## config.mk

```make
export PLATFORM = sky130hd
export DESIGN_NAME = dense_mac_engine_flat
export DESIGN_NICKNAME = d
export VERILOG_FILES = /design/src/rtl/dense_mac_if.sv /design/src/rtl/dense_mac_engine.sv /design/src/flat_wrapper.sv
export SDC_FILE = /design/constraint.sdc
export NUM_CORES = 2
export LEC_CHECK = 0
export BUFFER_PORTS_ARGS = -buffer_cell sky130_fd_sc_hd__buf_2
export CAP_MARGIN = 20
export CORE_MARGIN = 2
export CORE_UTILIZATION = 40
export CTS_CLUSTER_SIZE = 8
export DETAILED_ROUTE_END_ITERATION = 8
export GPL_ROUTABILITY_DRIVEN = 0
export SETUP_SLACK_MARGIN = 0.5
export SLEW_MARGIN = 30
export SYNTH_ARGS = -nofsm -noshare
export SYNTH_HDL_FRONTEND = slang
export SYNTH_SLANG_ARGS = --single-unit
```

## constraint.sdc

```tcl
create_clock -name clk -period 14.84 [get_ports clk]
set_clock_uncertainty 0.05 [all_clocks]
set_input_delay 2.968 -clock clk [delete_from_list [all_inputs] [get_ports clk]]
set_output_delay 2.968 -clock clk [all_outputs]
set_load 0.05 [all_outputs]
```

## src/rtl/dense_mac_if.sv

```systemverilog
// dense_mac_if: scheduler/memory bus of the dense MAC engine.
// Signals: start_i/busy_o/done_o layer handshake; in_addr_o/in_data_i input buffer;
// w_addr_o/w_data_i weight ROM; b_addr_o/b_data_i bias ROM; out_addr_o/out_data_o/out_we_o result buffer.
// slave = engine side, master = scheduler and memories side.
interface dense_mac_if #(
   parameter int WIDTH   = 16,
   parameter int LANES   = 5,
   parameter int IN_LEN  = 200,
   parameter int OUT_LEN = 10
);
   localparam int GROUPS = IN_LEN / LANES;
   localparam int GW = GROUPS > 1 ? $clog2(GROUPS) : 1;
   localparam int WW = OUT_LEN * GROUPS > 1 ? $clog2(OUT_LEN * GROUPS) : 1;
   localparam int NW = OUT_LEN > 1 ? $clog2(OUT_LEN) : 1;
   logic                   start_i;
   logic                   busy_o;
   logic                   done_o;
   logic [GW-1:0]          in_addr_o;
   logic [WIDTH*LANES-1:0] in_data_i;
   logic [WW-1:0]          w_addr_o;
   logic [WIDTH*LANES-1:0] w_data_i;
   logic [NW-1:0]          b_addr_o;
   logic [WIDTH-1:0]       b_data_i;
   logic [NW-1:0]          out_addr_o;
   logic [WIDTH-1:0]       out_data_o;
   logic                   out_we_o;
   modport slave (
      input  start_i, in_data_i, w_data_i, b_data_i,
      output busy_o, done_o, in_addr_o, w_addr_o, b_addr_o, out_addr_o, out_data_o, out_we_o
   );
   modport master (
      output start_i, in_data_i, w_data_i, b_data_i,
      input  busy_o, done_o, in_addr_o, w_addr_o, b_addr_o, out_addr_o, out_data_o, out_we_o
   );
endinterface

```

## src/rtl/dense_mac_engine.sv

```systemverilog
// dense_mac_engine: fully-connected layer engine, LANES MACs per cycle, bias add, saturated Q-format output.
// Ports: clk, rst (async, active-high), bus (dense_mac_if.slave: handshake, input/weight/bias reads, result writes).
// Optional: define DENSE_MAC_RELU_EN to clamp negative results to 0 after saturation.
module dense_mac_engine #(
   parameter int WIDTH   = 16,
   parameter int FRAC    = 8,
   parameter int LANES   = 5,
   parameter int IN_LEN  = 200,
   parameter int OUT_LEN = 10
) (
   input logic        clk,
   input logic        rst,
   dense_mac_if.slave bus
);
   localparam int GROUPS = IN_LEN / LANES;
   localparam int ACC_W  = 2 * WIDTH + $clog2(IN_LEN);
   localparam int GW = GROUPS > 1 ? $clog2(GROUPS) : 1;
   localparam int WW = OUT_LEN * GROUPS > 1 ? $clog2(OUT_LEN * GROUPS) : 1;
   localparam int NW = OUT_LEN > 1 ? $clog2(OUT_LEN) : 1;

   if (IN_LEN % LANES != 0) begin : g_len_chk
      $error("IN_LEN must be a multiple of LANES");
   end

   typedef enum logic [1:0] {IDLE, FETCH, DRAIN, WRITE} state_t;

   state_t                   state;
   logic [GW-1:0]            g;
   logic [NW-1:0]            n;
   logic signed [ACC_W-1:0]  acc, psum, acc_nxt;
   logic signed [2*WIDTH-1:0] prod;
   logic signed [ACC_W:0]    res;
   logic [WIDTH-1:0]         sat, result;

   assign bus.in_addr_o = g;
   assign bus.b_addr_o  = n;

   always_comb begin
      psum = '0;
      prod = '0;
      for (int i = 0; i < LANES; i++) begin
         prod = $signed(bus.in_data_i[i*WIDTH +: WIDTH]) * $signed(bus.w_data_i[i*WIDTH +: WIDTH]);
         psum = psum + ACC_W'(prod);
      end
      acc_nxt = acc + psum;
      res = (ACC_W+1)'(acc_nxt >>> FRAC) + (ACC_W+1)'($signed(bus.b_data_i));
      // in range when every bit above the output sign bit matches it
      sat = (&res[ACC_W:WIDTH-1] || ~|res[ACC_W:WIDTH-1]) ? res[WIDTH-1:0] :
            res[ACC_W] ? {1'b1, {(WIDTH-1){1'b0}}} : {1'b0, {(WIDTH-1){1'b1}}};
`ifdef DENSE_MAC_RELU_EN
      result = sat[WIDTH-1] ? '0 : sat;
`else
      result = sat;
`endif
   end

   // The result is registered on the DRAIN->WRITE edge from the final accumulation,
   // so out_we_o is high throughout the WRITE cycle.
   always_ff @(posedge clk or posedge rst) begin
      if (rst) begin
         state          <= IDLE;
         g              <= '0;
         n              <= '0;
         acc            <= '0;
         bus.busy_o     <= 1'b0;
         bus.done_o     <= 1'b0;
         bus.w_addr_o   <= '0;
         bus.out_addr_o <= '0;
         bus.out_data_o <= '0;
         bus.out_we_o   <= 1'b0;
      end else begin
         bus.done_o   <= 1'b0;
         bus.out_we_o <= 1'b0;
         case (state)
            IDLE: if (bus.start_i) begin
               state        <= FETCH;
               g            <= '0;
               n            <= '0;
               acc          <= '0;
               bus.busy_o   <= 1'b1;
               bus.w_addr_o <= '0;
            end
            FETCH: begin
               // data for group g-1 arrives while group g is addressed
               if (g != '0) acc <= acc_nxt;
               if (g == GW'(GROUPS - 1)) state <= DRAIN;
               else begin
                  g            <= g + GW'(1);
                  bus.w_addr_o <= bus.w_addr_o + WW'(1);
               end
            end
            DRAIN: begin
               acc            <= acc_nxt;
               bus.out_addr_o <= n;
               bus.out_data_o <= result;
               bus.out_we_o   <= 1'b1;
               state          <= WRITE;
            end
            WRITE: begin
               acc <= '0;
               if (n == NW'(OUT_LEN - 1)) begin
                  state      <= IDLE;
                  bus.busy_o <= 1'b0;
                  bus.done_o <= 1'b1;
               end else begin
                  state        <= FETCH;
                  n            <= n + NW'(1);
                  g            <= '0;
                  bus.w_addr_o <= bus.w_addr_o + WW'(1);
               end
            end
         endcase
      end
   end
endmodule

```

## src/flat_wrapper.sv

```systemverilog
// flat-port wrapper written by rule: the top's interface ports become plain ports
module dense_mac_engine_flat 
#(
   parameter int WIDTH   = 16,
   parameter int FRAC    = 8,
   parameter int LANES   = 5,
   parameter int IN_LEN  = 200,
   parameter int OUT_LEN = 10
)
  (clk, rst, bus_start_i, bus_in_data_i, bus_w_data_i, bus_b_data_i, bus_busy_o, bus_done_o, bus_in_addr_o, bus_w_addr_o, bus_b_addr_o, bus_out_addr_o, bus_out_data_o, bus_out_we_o);
  dense_mac_if #(.WIDTH(WIDTH), .LANES(LANES), .IN_LEN(IN_LEN), .OUT_LEN(OUT_LEN)) bus_i ();
  input logic clk;
  input logic rst;
  input wire logic [$bits(bus_i.start_i)-1:0] bus_start_i;
  input wire logic [$bits(bus_i.in_data_i)-1:0] bus_in_data_i;
  input wire logic [$bits(bus_i.w_data_i)-1:0] bus_w_data_i;
  input wire logic [$bits(bus_i.b_data_i)-1:0] bus_b_data_i;
  output wire logic [$bits(bus_i.busy_o)-1:0] bus_busy_o;
  output wire logic [$bits(bus_i.done_o)-1:0] bus_done_o;
  output wire logic [$bits(bus_i.in_addr_o)-1:0] bus_in_addr_o;
  output wire logic [$bits(bus_i.w_addr_o)-1:0] bus_w_addr_o;
  output wire logic [$bits(bus_i.b_addr_o)-1:0] bus_b_addr_o;
  output wire logic [$bits(bus_i.out_addr_o)-1:0] bus_out_addr_o;
  output wire logic [$bits(bus_i.out_data_o)-1:0] bus_out_data_o;
  output wire logic [$bits(bus_i.out_we_o)-1:0] bus_out_we_o;
  assign bus_i.start_i = bus_start_i;
  assign bus_i.in_data_i = bus_in_data_i;
  assign bus_i.w_data_i = bus_w_data_i;
  assign bus_i.b_data_i = bus_b_data_i;
  assign bus_busy_o = bus_i.busy_o;
  assign bus_done_o = bus_i.done_o;
  assign bus_in_addr_o = bus_i.in_addr_o;
  assign bus_w_addr_o = bus_i.w_addr_o;
  assign bus_b_addr_o = bus_i.b_addr_o;
  assign bus_out_addr_o = bus_i.out_addr_o;
  assign bus_out_data_o = bus_i.out_data_o;
  assign bus_out_we_o = bus_i.out_we_o;
  dense_mac_engine #(.WIDTH(WIDTH), .FRAC(FRAC), .LANES(LANES), .IN_LEN(IN_LEN), .OUT_LEN(OUT_LEN)) u_core (.clk(clk), .rst(rst), .bus(bus_i));
endmodule
```

## After elaboration in Yosys (flattened, before gate mapping)

Index checks and enable logic that the tools add are counted.
W data, S select, Z words.

- Add/subtract/negate cells: 9
- Multiply operators: 5
- Equal/unequal tests: 11
- Mux-type cells: 26
- Reduce and logical (&&, ||, !) cells: 13

Operators by type and width:

| operator | count |
|---|---|
| $mul A16 B16 Y32 | 5 |
| $pmux W40 S4 | 1 |
| $add A40 B32 Y40 | 2 |
| $mux W40 | 2 |
| $add A40 B40 Y40 | 1 |
| $add A33 B32 Y34 | 1 |
| $add A32 B16 Y33 | 1 |
| $add A32 B32 Y33 | 1 |
| $mux W16 | 2 |
| $mux W9 | 3 |
| $pmux W9 S3 | 1 |
| $reduce_and A26 Y1 | 1 |
| $reduce_or A26 Y1 | 1 |
| $mux W6 | 3 |
| $pmux W6 S3 | 1 |
| $add A9 B1 Y9 const B | 1 |
| $mux W4 | 2 |
| $pmux W2 S4 | 1 |
| $pmux W4 S2 | 1 |
| $add A6 B1 Y6 const B | 1 |
| $eq A6 B6 Y1 const B | 1 |
| $mux W1 | 6 |
| $ne A2 B1 Y1 const B | 3 |
| $ne A2 B2 Y1 const B | 3 |
| 15 further kinds | 19 |

- Register bits after elaboration: 84
- Input bits: 179
- Word-level logic and storage cells: 74

## Logic depth before layout (Yosys ltp)

- Depth after elaboration: 11
- Depth in mapped cells: 68
- Depth with buffers taken out: 65

## Worst setup path before layout

Ideal clock, no wire load.

- Path type: input-to-reg
- From: input port bus_in_data_i[6]
- To: register u_core.bus.out_data_o[0]
- Data arrival time: 18,427 ps
- Required time: 14,641 ps
- Setup slack: -3,786 ps
- Stages on the path: 62
- Buffers on the path: 3
- Path through: clkbuf_1 and2_1 fa_1 fa_1 inv_1 fa_1 fa_1 fa_1 inv_1 fa_1 fa_1 fa_1 inv_1 fa_1 inv_1 ha_1 or2_2 o31ai_1 (+26 left out) a21o_1 a21oi_1 o21a_1 xnor2_1 ha_1 a21oi_1 o21ai_1 nor2_1 and3_1 buf_2 o31ai_4 a2111oi_0 a311oi_1 nand4_1 nor3_1 o21a_2 buf_6 o22ai_1

- Word-level cells in the longest chain between the ends: 11

Ends and longest elaborated chain:

| element | line | RTL |
|---|---|---|
| from (decl) | flat_wrapper.sv:15 | `input wire logic [$bits(bus_i.in_data_i)-1:0] bus_in_data_i;` |
| $mul A16 B16 Y32 * | dense_mac_engine.sv:42 | `prod = $signed(bus.in_data_i[i*WIDTH +: WIDTH]) * $signed(bus.w_data_i[i*WIDTH +: WIDTH]);` |
| $add A32 B32 Y33 * | dense_mac_engine.sv:43 | `psum = psum + ACC_W'(prod);` |
| $add A33 B32 Y34 * | dense_mac_engine.sv:43 |  |
| $add A40 B32 Y40 * (2 in series) | dense_mac_engine.sv:43 |  |
| $add A40 B40 Y40 * | dense_mac_engine.sv:45 | `acc_nxt = acc + psum;` |
| $add A32 B16 Y33 * | dense_mac_engine.sv:46 | `res = (ACC_W+1)'(acc_nxt >>> FRAC) + (ACC_W+1)'($signed(bus.b_data_i));` |
| $reduce_or A26 Y1 | dense_mac_engine.sv:48 | `sat = (&res[ACC_W:WIDTH-1] \|\| ~\|res[ACC_W:WIDTH-1]) ? res[WIDTH-1:0] :` |
| $logic_not A1 Y1 | dense_mac_engine.sv:48 |  |
| $logic_or A1 B1 Y1 | dense_mac_engine.sv:48 |  |
| $mux W16 * | dense_mac_engine.sv:48 |  |
| to (signal assigned) | dense_mac_engine.sv:95 | `bus.out_data_o <= result;` |
| to (decl) | dense_mac_if.sv:29 | `output busy_o, done_o, in_addr_o, w_addr_o, b_addr_o, out_addr_o, out_data_o, out_we_o` |

Every way passes the cells marked *; elsewhere a longest branch is shown, timed or not.
A chain may end at the register's enable or synchronous reset.

## Worst setup path in the final report

- From: input port bus_in_data_i[43]
- To: register u_core.bus.out_data_o[10]

- Word-level cells in the longest chain between the ends: 10

Ends and longest elaborated chain:

| element | line |
|---|---|
| $mul A16 B16 Y32 * | dense_mac_engine.sv:42 |
| $add A33 B32 Y34 * | dense_mac_engine.sv:43 |
| $add A40 B32 Y40 * (2 in series) | dense_mac_engine.sv:43 |
| $add A40 B40 Y40 * | dense_mac_engine.sv:45 |
| $add A32 B16 Y33 * | dense_mac_engine.sv:46 |
| $reduce_or A26 Y1 | dense_mac_engine.sv:48 |
| $logic_not A1 Y1 | dense_mac_engine.sv:48 |
| $logic_or A1 B1 Y1 | dense_mac_engine.sv:48 |
| $mux W16 * | dense_mac_engine.sv:48 |

Marked as above.

==> results by stage <==
Flow run:
- Max-cap violations in this run came to 0.

Logic synthesis:
- Of the total synthesized cell area, the portion taken by XOR and XNOR cells is 0.0182.
- The average instance in the mapped netlist occupies 9.52 um^2.
- For this run, the leading register cell type out of synthesis is dfrtp_1.
- The count of state elements after synthesis is 84.
- During synthesis, Yosys emitted a total of 0 warnings.
- For this run, the register share of the synthesized area comes to 0.0352.
- Of the total synthesized cell area, the portion taken by full adders, half adders and majority gates is 0.643.
- After synthesis, the largest family of logic cells by area is adder cells.
- Of the post-synthesis cell area, the part taken by muxes is 0.00128.
- The async set-or-reset flop fraction in the synthesized netlist is 1.00.
- The area of the mapped netlist is 0.0596 mm^2.
- The compound-gate portion of the synthesized area is 0.0441.
- In the synthesized netlist, the number of instances is 6262.
- The count of flip-flops with a built-in enable after synthesis is 0.
- The simple-gate share of the synthesized area is 0.129.
- When the netlist entered floorplanning its net count stood at 8506.
- The count of unique library cells instantiated by Yosys is 77.

Place:
- The HPWL after detailed placement is 148 mm.
- Summing all placed instances gives a cell area of 0.0674 mm^2.
- The quantity of I/O buffers inserted on ports is 220.

Critical path:
- The startpoint class of the critical path is an input pin.
- The critical path required time is 15.01 ns.
- The most critical setup path has its startpoint at bus_in_data_i[43].
- The highest fanout seen on the critical path is 10.
- The destination of the worst register-to-register timing path is u_core.bus.out_data_o[9].
- The slowest stage cell on the critical path is fa_2.
- STA puts the critical path data arrival time at 18.53 ns.
- The endpoint class of the critical path is a register.
- The cell that appears most often on the critical path is fa_1.
- The launch point of the worst reg-to-reg path is u_core.acc[15].
- The setup check on the worst reg-to-reg path leaves a slack of 5.65 ns.
- The path type of the worst setup path is in2reg.
- The worst reg2reg path depth is 38.
- The end point of the critical path is u_core.bus.out_data_o[10].
- The longest individual stage delay on the worst path is 0.69 ns.

Drt:
- The detailed router's first-iteration violation count is 2078.
- The first detailed-routing pass took 7 iterations.
- The routed length per placed instance is 18.3 um.
- The count of nets left with antenna violations once routing finished came out at 0.
- The vias per cell is 4.82.
- The via count is 42800.
- The aggregate routed wire length is 162 mm.
- After detailed routing, the number of remaining DRC violations is 0.

Finish:
- Registers take 0.00210 mm^2.
- In the final layout, the multi-input gates occupy 0.0519 mm^2.
- After the last flow step, the layout net total stands at 9181.
- The final core utilization is 0.475.
- Compared with the post-synthesis result, the final layout area differs by 17.8%.
- The fraction of final layout cells sized beyond drive strength 1 is 0.181.
- The final-layout fill cell count is 14000.
- The area of all placed cells without fillers is 0.0702 mm^2.

GRT:
- Entering global routing, the biggest net connects 51 pins.
- The number of global-route vias before repair is 47900.
- For this run, the total global-route usage over all layers was measured as 0.219.
- The total congestion overflow is 0.
- The number of antenna violations at the first check in global routing is 14.
- The wire length of the first global-routing pass is 263 mm.

STA:
- The count of endpoints failing hold in the final timing report is 0.
- The achievable clock frequency is 54.5 MHz.
- Subtracting the final worst setup slack from the clock period gives 18.36 ns.
- The count of final max-slew check failures is 0.
- Final hold analysis gives a worst-case slack of 0.454 ns.
- After layout, the worst setup slack is -3.52 ns.
- The actual slew at the worst max-slew pin is 0.859 ns.
- Setup repair after global routing could not meet its margin everywhere.
- In this run the tightest slew margin relative to its limit is 0.426.
- In the finished design, the share of the clock period the worst path needs comes to 1.24.
- The setup violation total in the final timing report is 42.

Floorplan:
- The area of the die is 0.152 mm^2.
- The region available for standard cell placement spans 0.148 mm^2.
- Row generation in the floorplan step produced 141 rows.
- The starting utilization of the core area is 0.403.
- The number of top-level pins is 221.
- The floorplan die width is 390 um.
- The floorplan die height is 390 um.

Status:
- The flow ran to the end, but the final reports show violations.
- The final reports fail on negative setup slack.

Clocking:
- After clock tree synthesis, the clock-pin slew on the worst setup and hold paths is 0.07 ns.
- In this run the clock root is driven by a clkbuf_16.
- The CTS buffer count is 9.
- The clock tree from TritonCTS is done.
- For this design, the sink count on the clock tree is 84.
- The level count of the clock H-tree is 3.
- The buffer levels on the longest clock path is 2.
- At the later pin of the worst-skew pair, clock insertion delay measures 0.35 ns.

Hold path:
- The worst min-delay path class is reg2reg.
- Counting instances, the worst hold path has a depth of 1.
## how the worst min path moves through the flow
stage                                  start  slack [ns]                        to
floorplan                      u_core.acc[5]        0.41             u_core.acc[5]
global placement               u_core.acc[0]        0.42             u_core.acc[0]
detailed placement  u_core.bus.out_addr_o[2]        0.44  u_core.bus.out_addr_o[2]
CTS                 u_core.bus.out_addr_o[2]        0.46  u_core.bus.out_addr_o[2]
global route        u_core.bus.out_addr_o[1]        0.47  u_core.bus.out_addr_o[1]
finish              u_core.bus.out_addr_o[2]        0.45  u_core.bus.out_addr_o[2]
## synthesized netlist by cell type, types with 44 or more instances
| library cell | n | area share |
|---|---|---|
| fa_1 | 1665 | 0.56 |
| a21oi_1 | 88 | 0.0074 |
| dfrtp_1 | 84 | 0.035 |
| o21ai_0 | 85 | 0.0071 |
| and2_1 | 564 | 0.059 |
| nand2b_1 | 70 | 0.0073 |
| inv_1 | 1865 | 0.12 |
| nor2_1 | 67 | 0.0042 |
| xnor2_1 | 84 | 0.012 |
| nand2_1 | 716 | 0.045 |
| ha_1 | 400 | 0.084 |
| clkbuf_1 | 183 | 0.012 |
| a21o_1 | 44 | 0.0055 |
## area by class of cell
type,count,share of cell area
Antenna cell,1,0.0000356
Multi-Input combinational cell,4125,0.739
Clock buffer,9,0.00321
Clock inverter,7,0.00105
Tap cell,1930,0.0344
Timing Repair Buffer,851,0.0929
Sequential cell,84,0.0299
Inverter,1866,0.0998
## registers in the layout, summed over array words and instances (netlist names)
signal                 flops
u_core.state               2
u_core.bus.w_addr_o        9
u_core.bus.busy_o          1
u_core.acc                40
u_core.bus.out_data_o     16
u_core.bus.out_we_o        1
u_core.bus.in_addr_o       6
u_core.bus.done_o          1
u_core.bus.out_addr_o      4
u_core.bus.b_addr_o        4
## metrics by stage
step	setup TNS (ns)	setup slack, ns	std cells
after floorplan	-59.89	-3.05	6262
after global placement	-109.89	-4.18	8810
after detailed placement	-111.54	-4.20	8810
after CTS	-81.94	-3.60	8844
after global routing	-100.03	-4.05	8873
final	-81.45	-3.52	8873
## per-layer routing
| metal | wire length (um) | track usage |
|---|---|---|
| met1 | 66300 | 0.280 |
| met2 | 84200 | 0.400 |
| met3 | 6150 | 0.0190 |
| met4 | 5150 | 0.0552 |
| met5 | 146 | 0 |
## cell families after synthesis
group                      count (synthesis)
adders and majority gates               2065
AOI/OAI and AO/OA                        389
buffers and inverters                   2053
xor gates and xnor gates                 124
DFF                                       84
and+or+nand+nor                         1540
muxes                                      7
## cells in the final DEF (no fill, tap or decap), drive strengths merged, types with 23 or more instances in the layout
cell type	n
ha	400
nand2b	70
xnor2	84
nor2	67
and2	564
o21ai	94
xor2	40
fa	1665
a21o	46
dfrtp	84
a21oi	88
nand3	23
inv	1865
a22o	36
buf	842
nand2	716
## worst max-delay path: cells and delay by family
kind / cells / cell delay, ns
buffers and inverters: 17 / 1.55
XOR/XNOR: 2 / 0.30
AO/OA/AOI/OAI: 18 / 3.51
AND/OR/NAND/NOR: 6 / 0.70
adder cells (fa/ha/maj): 20 / 9.50
## what timing repair did
action	in CTS	in global routing
hold buffers	0	0
endpoints found under the hold margin	0	0
setup buffers	18	23
pin swaps	84	119
setup endpoints to repair	48	48
cloned	0	5
resized for setup	265	228
Power is left out: the tool's default activity adds up to more than one toggle a clock period on the data nets, which glitch-free logic cannot reach.
